$ cat src/rtl/kpyd_scan_decoder_if.sv
// Key-event channel from the keypad scan decoder to its consumer.
// Latency: none, this is wiring only. Backpressure: the consumer holds ready_i low to stall.
// Signals: code_o (key code), valid_o (event present), ready_i (consumer accepts),
//          overrun_o (a debounced press was dropped because the entry was still full).
interface kpyd_scan_decoder_if #(
  parameter int CODE_W = 4
);
  logic [CODE_W-1:0] code_o;
  logic              valid_o;
  logic              ready_i;
  logic              overrun_o;

  modport master (output code_o, output valid_o, output overrun_o, input ready_i);
  modport slave  (input code_o, input valid_o, input overrun_o, output ready_i);
endinterface

$ cat src/rtl/kpyd_scan_decoder.sv
// Matrix-keypad scanner: one-hot column strobes, 2-flop row synchroniser, scan debounce, key-code events.
// Latency: valid_o rises one clock after the EVAL cycle that accepts a press.
// Backpressure: single-entry output; a press accepted while the entry is full and ready_i=0 is
//               dropped and flagged with a one-cycle overrun_o pulse.
// Ports: clk_i, reset_i (async, active-high), row_i (raw rows), col_o (column strobes),
//        evt (master side of the key-event channel).
module kpyd_scan_decoder #(
  parameter int NUM_ROWS       = 4,
  parameter int NUM_COLS       = 4,
  parameter int SCAN_CYCLES    = 4,
  parameter int DEBOUNCE_SCANS = 3,
  parameter int CODE_W         = (NUM_ROWS * NUM_COLS > 1) ? $clog2(NUM_ROWS * NUM_COLS) : 1
) (
  input  logic                clk_i,
  input  logic                reset_i,
  input  logic [NUM_ROWS-1:0] row_i,
  output logic [NUM_COLS-1:0] col_o,
  kpyd_scan_decoder_if.master evt
);

  localparam int NKEYS = NUM_ROWS * NUM_COLS;
  localparam int COL_W = (NUM_COLS > 1) ? $clog2(NUM_COLS) : 1;
  localparam int CYC_W = $clog2(SCAN_CYCLES);
  localparam int CNT_W = $clog2(DEBOUNCE_SCANS + 1);

  localparam logic [CYC_W-1:0] CYC_LAST = CYC_W'(SCAN_CYCLES - 1);
  localparam logic [COL_W-1:0] COL_LAST = COL_W'(NUM_COLS - 1);
  localparam logic [CNT_W-1:0] DEB      = CNT_W'(DEBOUNCE_SCANS);

  typedef enum logic {SCAN, EVAL} state_t;

  state_t              state;
  logic [COL_W-1:0]    col_idx;
  logic [CYC_W-1:0]    cyc_cnt;
  logic [NUM_ROWS-1:0] row_s1;
  logic [NUM_ROWS-1:0] row_s2;
  logic [NKEYS-1:0]    image;

  // Debounce candidate: MULTI is folded into NONE, so only "single key k" or "no key" exist.
  logic                cand_single;
  logic [CODE_W-1:0]   cand_key;
  logic [CNT_W-1:0]    stable_cnt;
  logic                held;

  logic [CODE_W-1:0]   code_q;
  logic                valid_q;
  logic                overrun_q;

  // Scan-image classification
  logic [1:0]          hits;
  logic [CODE_W-1:0]   hit_key;
  logic                cls_single;
  logic [CODE_W-1:0]   cls_key;
  logic                same_cls;
  logic [CNT_W-1:0]    nxt_cnt;
  logic                press_acc;
  logic                rel_acc;

  always_comb begin
    hits    = 2'd0;
    hit_key = '0;
    for (int c = 0; c < NUM_COLS; c++) begin
      for (int r = 0; r < NUM_ROWS; r++) begin
        if (image[c*NUM_ROWS + r]) begin
          if (hits != 2'd2) hits = hits + 2'd1;
          hit_key = CODE_W'(r * NUM_COLS + c);
        end
      end
    end
    cls_single = (hits == 2'd1);
    // Zero the key when not single so "no key" always compares equal to itself.
    cls_key    = cls_single ? hit_key : '0;
    same_cls   = (cls_single == cand_single) && (cls_key == cand_key);
    if (!same_cls)             nxt_cnt = CNT_W'(1);
    else if (stable_cnt == DEB) nxt_cnt = DEB;
    else                       nxt_cnt = stable_cnt + CNT_W'(1);
    press_acc = (state == EVAL) && (nxt_cnt == DEB) &&  cls_single && !held;
    rel_acc   = (state == EVAL) && (nxt_cnt == DEB) && !cls_single;
  end

  always_ff @(posedge clk_i or posedge reset_i) begin
    if (reset_i) begin
      state       <= SCAN;
      col_idx     <= '0;
      cyc_cnt     <= '0;
      col_o       <= NUM_COLS'(1);
      row_s1      <= '0;
      row_s2      <= '0;
      image       <= '0;
      cand_single <= 1'b0;
      cand_key    <= '0;
      stable_cnt  <= '0;
      held        <= 1'b0;
      code_q      <= '0;
      valid_q     <= 1'b0;
      overrun_q   <= 1'b0;
    end else begin
      row_s1    <= row_i;
      row_s2    <= row_s1;
      overrun_q <= 1'b0;

      case (state)
        SCAN: begin
          if (cyc_cnt == CYC_LAST) begin
            cyc_cnt <= '0;
            // Sample only at column end, after the synchroniser has settled on this column.
            for (int c = 0; c < NUM_COLS; c++) begin
              if (col_idx == COL_W'(c)) image[c*NUM_ROWS +: NUM_ROWS] <= row_s2;
            end
            if (col_idx == COL_LAST) begin
              state <= EVAL;
              col_o <= '0;
            end else begin
              col_idx <= col_idx + COL_W'(1);
              col_o   <= NUM_COLS'(1) << (col_idx + COL_W'(1));
            end
          end else begin
            cyc_cnt <= cyc_cnt + CYC_W'(1);
          end
        end

        EVAL: begin
          state       <= SCAN;
          col_idx     <= '0;
          col_o       <= NUM_COLS'(1);
          cand_single <= cls_single;
          cand_key    <= cls_key;
          stable_cnt  <= nxt_cnt;
          if (press_acc) held <= 1'b1;
          else if (rel_acc) held <= 1'b0;
        end

        default: state <= SCAN;
      endcase

      // Single-entry output; a simultaneous drain and load refills with no bubble.
      if (press_acc && (!valid_q || evt.ready_i)) begin
        code_q  <= cls_key;
        valid_q <= 1'b1;
      end else begin
        if (press_acc) overrun_q <= 1'b1;
        if (valid_q && evt.ready_i) valid_q <= 1'b0;
      end
    end
  end

  assign evt.code_o    = code_q;
  assign evt.valid_o   = valid_q;
  assign evt.overrun_o = overrun_q;

endmodule

$ cat src/flat_wrapper.sv
// flat-port wrapper written by rule: the top's interface ports become plain ports
module kpyd_scan_decoder_flat 
#(
  parameter int NUM_ROWS       = 4,
  parameter int NUM_COLS       = 4,
  parameter int SCAN_CYCLES    = 4,
  parameter int DEBOUNCE_SCANS = 3,
  parameter int CODE_W         = (NUM_ROWS * NUM_COLS > 1) ? $clog2(NUM_ROWS * NUM_COLS) : 1
)
  (clk_i, reset_i, row_i, col_o, evt_code_o, evt_valid_o, evt_overrun_o, evt_ready_i);
  kpyd_scan_decoder_if #(.CODE_W(CODE_W)) evt_i ();
  input  logic clk_i;
  input  logic reset_i;
  input  logic [NUM_ROWS-1:0] row_i;
  output logic [NUM_COLS-1:0] col_o;
  output wire logic [$bits(evt_i.code_o)-1:0] evt_code_o;
  output wire logic [$bits(evt_i.valid_o)-1:0] evt_valid_o;
  output wire logic [$bits(evt_i.overrun_o)-1:0] evt_overrun_o;
  input wire logic [$bits(evt_i.ready_i)-1:0] evt_ready_i;
  assign evt_code_o = evt_i.code_o;
  assign evt_valid_o = evt_i.valid_o;
  assign evt_overrun_o = evt_i.overrun_o;
  assign evt_i.ready_i = evt_ready_i;
  kpyd_scan_decoder #(.NUM_ROWS(NUM_ROWS), .NUM_COLS(NUM_COLS), .SCAN_CYCLES(SCAN_CYCLES), .DEBOUNCE_SCANS(DEBOUNCE_SCANS), .CODE_W(CODE_W)) u_core (.clk_i(clk_i), .reset_i(reset_i), .row_i(row_i), .col_o(col_o), .evt(evt_i));
endmodule
$ cat config.mk
export PLATFORM = sky130hd
export DESIGN_NAME = kpyd_scan_decoder_flat
export DESIGN_NICKNAME = d
export VERILOG_FILES = /design/src/rtl/kpyd_scan_decoder_if.sv /design/src/rtl/kpyd_scan_decoder.sv /design/src/flat_wrapper.sv
export SDC_FILE = /design/constraint.sdc
export NUM_CORES = 1
export LEC_CHECK = 0
export ABC_AREA = 0
export CELL_PAD_IN_SITES_DETAIL_PLACEMENT = 1
export CELL_PAD_IN_SITES_GLOBAL_PLACEMENT = 2
export CORE_ASPECT_RATIO = 1.25
export CORE_MARGIN = 5
export CORE_UTILIZATION = 35
export CTS_CLUSTER_SIZE = 14
export DETAILED_ROUTE_END_ITERATION = 10
export GPL_ROUTABILITY_DRIVEN = 0
export HOLD_SLACK_MARGIN = 0.15
export PLACE_DENSITY_LB_ADDON = 0.1
export SLEW_MARGIN = 20
export SYNTH_ARGS = -nofsm -noshare
export SYNTH_HDL_FRONTEND = slang
export SYNTH_SLANG_ARGS = --single-unit
$ cat constraint.sdc
create_clock -name clk_i -period 6.4 [get_ports clk_i]
set_clock_uncertainty 0.1 [all_clocks]
set_input_delay 1.28 -clock clk_i [delete_from_list [all_inputs] [get_ports clk_i]]
set_output_delay 1.28 -clock clk_i [all_outputs]
set_load 0.005 [all_outputs]
* Yosys cells after proc, flatten, opt, wreduce, memory -nomap -nowiden
Cells that the tools add are included.
Storage, ports and cells: bits in registers 47, input bits 7, output and inout bits 10, word-level logic and storage cells 148
Operators by class: add/subtract/negate cells 18, equal/unequal tests 26, shift operators 1, muxes and demuxes 65, bitwise gates (word level) 1, reductions and logical operators 20
Operators with widths (number):
- $mux W2 | 35
- $mux W4 | 17
- $add A2 B1 Y2 const B | 17
- $ne A2 B2 Y1 const B | 15
- $reduce_and A3 Y1 | 4
- $eq A2 B2 Y1 const B | 5
- $mux W1 | 9
- $pmux W4 S2 | 1
- $logic_and A1 B1 Y1 | 7
- $eq A2 B1 Y1 const B | 2
- $eq A4 B4 Y1 | 1
- $pmux W2 S2 | 1
- $reduce_and A2 Y1 | 2
- $reduce_bool A2 Y1 | 2
- $shl A1 B2 Y4 const A | 1
- $logic_not A1 Y1 | 3
- $mux W3 | 1
- $add A1 B1 Y2 const B | 1
- $logic_not A2 Y1 | 1
- $ne A1 B2 Y1 const B | 1
- $ne A2 B1 Y1 const B | 1
- $pmux W1 S2 | 1
- $eq A1 B1 Y1 | 1
- $logic_or A1 B1 Y1 | 1
- $not A1 Y1 | 1

* Longest topological paths before layout
depth in word-level cells 57, gate-level depth with buffers 27, gate-level depth less buffers 26

* Worst setup path before layout
OpenSTA, ideal clock, no wires.
kind register to register, from register u_core.image[0], to register u_core.code_q[1] (netlist: u_core.evt.code_o[1]), arrival 6.426 ns, data required time 6.175 ns, setup slack -0.251 ns, stages on the path, launching flop included 28, path through dfrtp_1 inv_1 ha_1 or4b_1 buf_2 o211a_2 nor3_2 a2111oi_1 or4_4 a2111oi_0 a311oi_1 o311ai_4 o21ai_1 o41ai_2 o221ai_1 a211oi_1 a311oi_4 or3_1 xnor2_1 ha_1 nand2b_1 nand2_1 o41ai_1 a21oi_4 nand2_1 a221oi_2 nand4_2 mux2_4
On the way: longest elaborated chain between the ends 56, elaborated cells on any way between the ends 72, those cells by class add/sub: 15; eq/ne: 19; mux: 33; reduce/logical: 5
RTL lines:
- from (decl) | line kpyd_scan_decoder.sv:37 | logic [NKEYS-1:0] image;
- from (signal, indexed assignment) | line kpyd_scan_decoder.sv:108 | if (col_idx == COL_W'(c)) image[c*NUM_ROWS +: NUM_ROWS] <= row_s2;
- $mux W1 * | line kpyd_scan_decoder.sv:64 | if (image[c*NUM_ROWS + r]) begin
- $add A1 B1 Y2 or $ne A1 B2 Y1 (tied branches) | line kpyd_scan_decoder.sv:65 | if (hits != 2'd2) hits = hits + 2'd1;
- $mux W2 | line kpyd_scan_decoder.sv:65
- $mux W2 * | line kpyd_scan_decoder.sv:64
- $add A2 B1 Y2 or $ne A2 B2 Y1 (tied branches) | line kpyd_scan_decoder.sv:65
- $mux W2 | line kpyd_scan_decoder.sv:65
- $mux W2 * | line kpyd_scan_decoder.sv:64
- $add A2 B1 Y2 or $ne A2 B2 Y1 (tied branches) | line kpyd_scan_decoder.sv:65
- [... 38 more ...]
- $eq A2 B1 Y1 * | line kpyd_scan_decoder.sv:70 | cls_single = (hits == 2'd1);
- $mux W4 | line kpyd_scan_decoder.sv:72 | cls_key = cls_single ? hit_key : '0;
- $eq A4 B4 Y1 | line kpyd_scan_decoder.sv:73 | same_cls = (cls_single == cand_single) && (cls_key == cand_key);
- $logic_and A1 B1 Y1 | line kpyd_scan_decoder.sv:73
- $mux W2 | line kpyd_scan_decoder.sv:74 | if (!same_cls) nxt_cnt = CNT_W'(1);
- $eq A2 B2 Y1 | line kpyd_scan_decoder.sv:77 | press_acc = (state == EVAL) && (nxt_cnt == DEB) && cls_single && !held;
- $logic_and A1 B1 Y1 (3 in series) | line kpyd_scan_decoder.sv:77
- $logic_and A1 B1 Y1 | line kpyd_scan_decoder.sv:137 | if (press_acc && (!valid_q || evt.ready_i)) begin
- to (signal assigned) | line kpyd_scan_decoder.sv:138 | code_q <= cls_key;
- to (decl) | line kpyd_scan_decoder.sv:45 | logic [CODE_W-1:0] code_q;
Mark *: on every way between the ends. The rest lies on a longest branch, timed or not. A chain may end at the register's enable or synchronous reset.

* Worst setup path after layout
from register u_core.image[1], to register u_core.held
On the way: longest elaborated chain between the ends 54, elaborated cells on any way between the ends 87, those cells by class add/sub: 14; eq/ne: 18; mux: 47; reduce/logical: 8
RTL lines:
- $mux W2 | line kpyd_scan_decoder.sv:64
- $add A2 B1 Y2 or $ne A2 B2 Y1 (tied branches) | line kpyd_scan_decoder.sv:65
- $mux W2 | line kpyd_scan_decoder.sv:65
- $mux W2 | line kpyd_scan_decoder.sv:64
- $add A2 B1 Y2 or $ne A2 B2 Y1 (tied branches) | line kpyd_scan_decoder.sv:65
- $mux W2 | line kpyd_scan_decoder.sv:65
- $mux W2 | line kpyd_scan_decoder.sv:64
- $add A2 B1 Y2 or $ne A2 B2 Y1 (tied branches) | line kpyd_scan_decoder.sv:65
- [... 37 more ...]
- $eq A4 B4 Y1 | line kpyd_scan_decoder.sv:73
- $logic_and A1 B1 Y1 | line kpyd_scan_decoder.sv:73
- $mux W2 | line kpyd_scan_decoder.sv:74
- $eq A2 B2 Y1 | line kpyd_scan_decoder.sv:77, kpyd_scan_decoder.sv:78
- $logic_and A1 B1 Y1 | line kpyd_scan_decoder.sv:77, kpyd_scan_decoder.sv:78
- $logic_and A1 B1 Y1 (2 in series) | line kpyd_scan_decoder.sv:77
- $reduce_bool A2 Y1 (no source line)
- $reduce_and A2 Y1 (no source line)
- to (signal assigned) | line kpyd_scan_decoder.sv:93 | held <= 1'b0;
- to (signal assigned) | line kpyd_scan_decoder.sv:129 | if (press_acc) held <= 1'b1;
- to (signal assigned) | line kpyd_scan_decoder.sv:130 | else if (rel_acc) held <= 1'b0;
- to (decl) | line kpyd_scan_decoder.sv:43 | logic held;
Parallel ways exist; a longest one is shown, timed or not.

==> flow_metrics.env <==
export IMPL_antenna_found_initial=0
export IMPL_io_pins=17
export IMPL_ys_warn_count=0
export IMPL_drv_cap=0
export IMPL_period_needed_ns=6.95
export IMPL_final_hold_viol_count=0
export IMPL_die_height_um=130
export IMPL_cts_made_buffers=5
export IMPL_io_buffers=16
export IMPL_combPwrFrac_pct=58.9
export IMPL_grt_max_degree=48
export IMPL_syn_avg_cell_area_um2=9.01
export IMPL_finalCritPeriodShare_pct=109
export IMPL_max_vdd_ir_drop_v=0.000236
export IMPL_fillers=1289
export IMPL_critPathMaxFanout=4
export IMPL_clkSlewWorstSetupHoldPaths_ns=0.06
export IMPL_synth_compound_area_share_pct=33.5
export IMPL_die_width_um=106
export IMPL_yosys_area_share_adder_pct=3.09
export IMPL_via_per_inst=5.82
export IMPL_p_leak_nw=2.54
export IMPL_whs_ns=0.247
export IMPL_arrival_ns=7.02
export IMPL_max_freq_mhz=144
export IMPL_synth_xor_area_share_pct=3.19
export IMPL_synth_top_family_by_area="compound AO/OA/AOI/OAI gates"
export IMPL_post_drt_wl_per_cell_um=19.1
export IMPL_run_status="finished, violations left"
export IMPL_failed_checks="setup timing"
export IMPL_antennaDiodeCount=0
export IMPL_clock_path_buffers=2
export IMPL_slew_violations=0
export IMPL_nets=590
export IMPL_gr_total_overflow=0
export IMPL_async_reset_ff_share_pct=100
export IMPL_p_sw_share_pct=38.0
export IMPL_power_density_mw_per_mm2=257
export IMPL_cts_sinks=47
export IMPL_rows=44
export IMPL_clkLatencyLatePin_ns=0.29
export IMPL_cts_root_buf="clkbuf_16"
export IMPL_power_internal_mw=0.950
export IMPL_ys_flop_type="dfrtp_1"
export IMPL_relSlewSlack_pct=45.6
export IMPL_dr_pass1_iters=4
export IMPL_end_kind="flop"
export IMPL_dieArea_mm2=0.0138
export IMPL_yosysTopAreaCell="dfrtp_1"
export IMPL_clockPowerShare_pct=17.9
export IMPL_h_tree_depth=2
export IMPL_grt_pass1_wl_um=22300
export IMPL_synth_edf_count=0
export IMPL_cp_common_cell="buf_4"
export IMPL_synthTopCellsByCount="dfrtp_1 (46), nor2_1 (39), nand2_1 (31)"
export IMPL_yosysTopAreaCellShare_pct=28.5
export IMPL_slowest_stage="or4_1"
export IMPL_wl_um=13600
export IMPL_dp_hpwl_um=10200
export IMPL_pwr_share_seq_pct=23.1
export IMPL_critPathLaunchType="flop"
export IMPL_yosysSeqAreaShare_pct=29.1
export IMPL_place_area_mm2=0.00518
export IMPL_yosys_cell_types_count=100
export IMPL_hold_path_class="flop to flop"
export IMPL_yosysMostFrequentCell="dfrtp_1"
export IMPL_netlist_area_mm2=0.00405
export IMPL_cp_top_family="compound AO/OA/AOI/OAI gates"
export IMPL_vias=4147
export IMPL_grt_use_total_pct=19.7
export IMPL_postLayoutCellArea_mm2=0.00597
export IMPL_drtIter0Drc=97
export IMPL_critPathKind="flop to flop"
export IMPL_antenna_left=0
export IMPL_p_sw_mw=0.583
export IMPL_rsz0062_at_grt="true"
export IMPL_synth_top_cells_by_area="dfrtp_1 (28%), mux2_2 (4.7%), nor2_1 (3.6%)"
export IMPL_initial_core_util_pct=35.3
export IMPL_worstPathRequired_ns=6.47
export IMPL_drive_gt1_share_pct=45.3
export IMPL_drcViolationCount=0
export IMPL_synth_nets=466
export IMPL_yosys_area_share_simple_pct=18.1
export IMPL_ys_seq_elements=47
export IMPL_cts_tree="yes"
export IMPL_setup_slack_ns=-0.551
export IMPL_worst_pin_slew_ns=0.815
export IMPL_synth_mux_area_share_pct=8.72
export IMPL_syn_inst=449
export IMPL_setup_viol=13
export IMPL_area_delta_synth_final_pct=47.6
export IMPL_core_mm2=0.0115
export IMPL_crit_buf_inv=8
export IMPL_grt_pass1_vias=4458
export IMPL_max_stage_delay_ns=0.54
-- per-stage QoR --
step	setup WS (ns)	utilization [%]	setup TNS (ns)	power [mW]	cells
after global placement	-0.829	45.3	-7.88	1.05	685
final	-0.551	52.2	-4.58	1.53	712
after global routing	-0.866	52.2	-9.04	1.62	712
after floorplan	-0.0531	-	-0.212	0.795	449
after CTS	-0.487	49.4	-3.66	1.43	700
after detailed placement	-0.948	45.3	-9.39	1.06	685
-- path summary, 6_finish.rpt --
path / from / to / slack, ns / depth (start not counted)
min in group asynchronous: reset_i / u_core.col_o[3]$_DFFE_PP0P_ / 1.34 / 2
setup reg to reg: u_core.image[1]$_DFFE_PP0P_ / u_core.held$_DFFE_PP0P_ / -0.55 / 32
setup / recovery: u_core.image[1]$_DFFE_PP0P_ / u_core.held$_DFFE_PP0P_ / -0.55 / 32
hold / removal: u_core.row_s1[2]$_DFF_PP0_ / u_core.row_s2[2]$_DFF_PP0_ / 0.25 / 0
hold reg to reg: u_core.row_s1[2]$_DFF_PP0_ / u_core.row_s2[2]$_DFF_PP0_ / 0.25 / 0
max in group asynchronous: reset_i / u_core.cand_key[1]$_DFFE_PP0P_ / 4.37 / 2
-- timing repair --
item                                    4_1_cts  5_1_grt
hold buffers                                  0        0
endpoints found under the setup margin       14       14
pin swaps                                    17       15
gates resized for setup                      43       43
setup buffers                                 7       12
cloned                                        0        0
-- kinds of logic (layout without fill, tap and decap cells) --
| group | count (synthesis) | after routing |
|---|---|---|
| adders and majority gates | 10 | 10 |
| and+or+nand+nor | 141 | 141 |
| DFF | 47 | 47 |
| muxes | 31 | 31 |
| AOI/OAI and AO/OA | 164 | 164 |
| buffers and inverters | 43 | 168 |
| xor gates and xnor gates | 13 | 13 |
-- layout make-up --
type                            count  area, um^2  share of cell area (%)
Clock inverter                      1        7.51                   0.126
Sequential cell                    47        1180                    19.7
Clock buffer                        7         153                    2.56
Tap cell                          138         173                    2.89
Inverter                           22        83.8                    1.40
Multi-Input combinational cell    359        3280                    54.9
Timing Repair Buffer              138        1100                    18.5
-- layout by cell type, fill, tap and decap left out, drive strengths merged, types with 5 or more instances in the layout --
master / Yosys / layout
buf: 5 / 122
dfrtp: 46 / 46
nor2: 40 / 40
nand2: 34 / 34
a21oi: 26 / 26
mux2: 22 / 22
inv: 21 / 20
a211oi: 19 / 19
o21ai: 18 / 18
nor3: 17 / 17
clkdlybuf4s50: 0 / 16
xnor2: 12 / 12
ha: 10 / 10
o211ai: 9 / 9
mux2i: 9 / 9
a21o: 8 / 8
a211o: 7 / 7
clkbuf: 16 / 7
nor4: 7 / 7
nand3: 6 / 6
and2: 5 / 5
or2: 5 / 5
nand2b: 5 / 5
-- power groups by stage --
stage | registers, mW | clock network, mW | logic (mW)
after floorplan | 0.341 | 0 | 0.454
after global placement | 0.357 | 0 | 0.691
after detailed placement | 0.358 | 0 | 0.707
after CTS | 0.354 | 0.281 | 0.791
after global routing | 0.359 | 0.293 | 0.973
final | 0.355 | 0.275 | 0.904
-- per-layer routing --
metal  global-route usage, %  routed length [um]  vias up
met4                    4.80                 205        0
met5                       0                   0        -
li1                        -                   -     1978
met1                    23.1                5740     2103
met2                    38.3                7410       47
met3                    1.78                 218       19
-- sequential cells by signal, summed over array words and instances (netlist names), 2 cells and up --
signal / count
u_core.row_s1: 4
u_core.col_idx: 2
u_core.cand_key: 4
u_core.row_s2: 4
u_core.stable_cnt: 2
u_core.evt.code_o: 4
u_core.col_o: 4
u_core.cyc_cnt: 2
u_core.image: 16
Power figures use the tool's default switching activity.
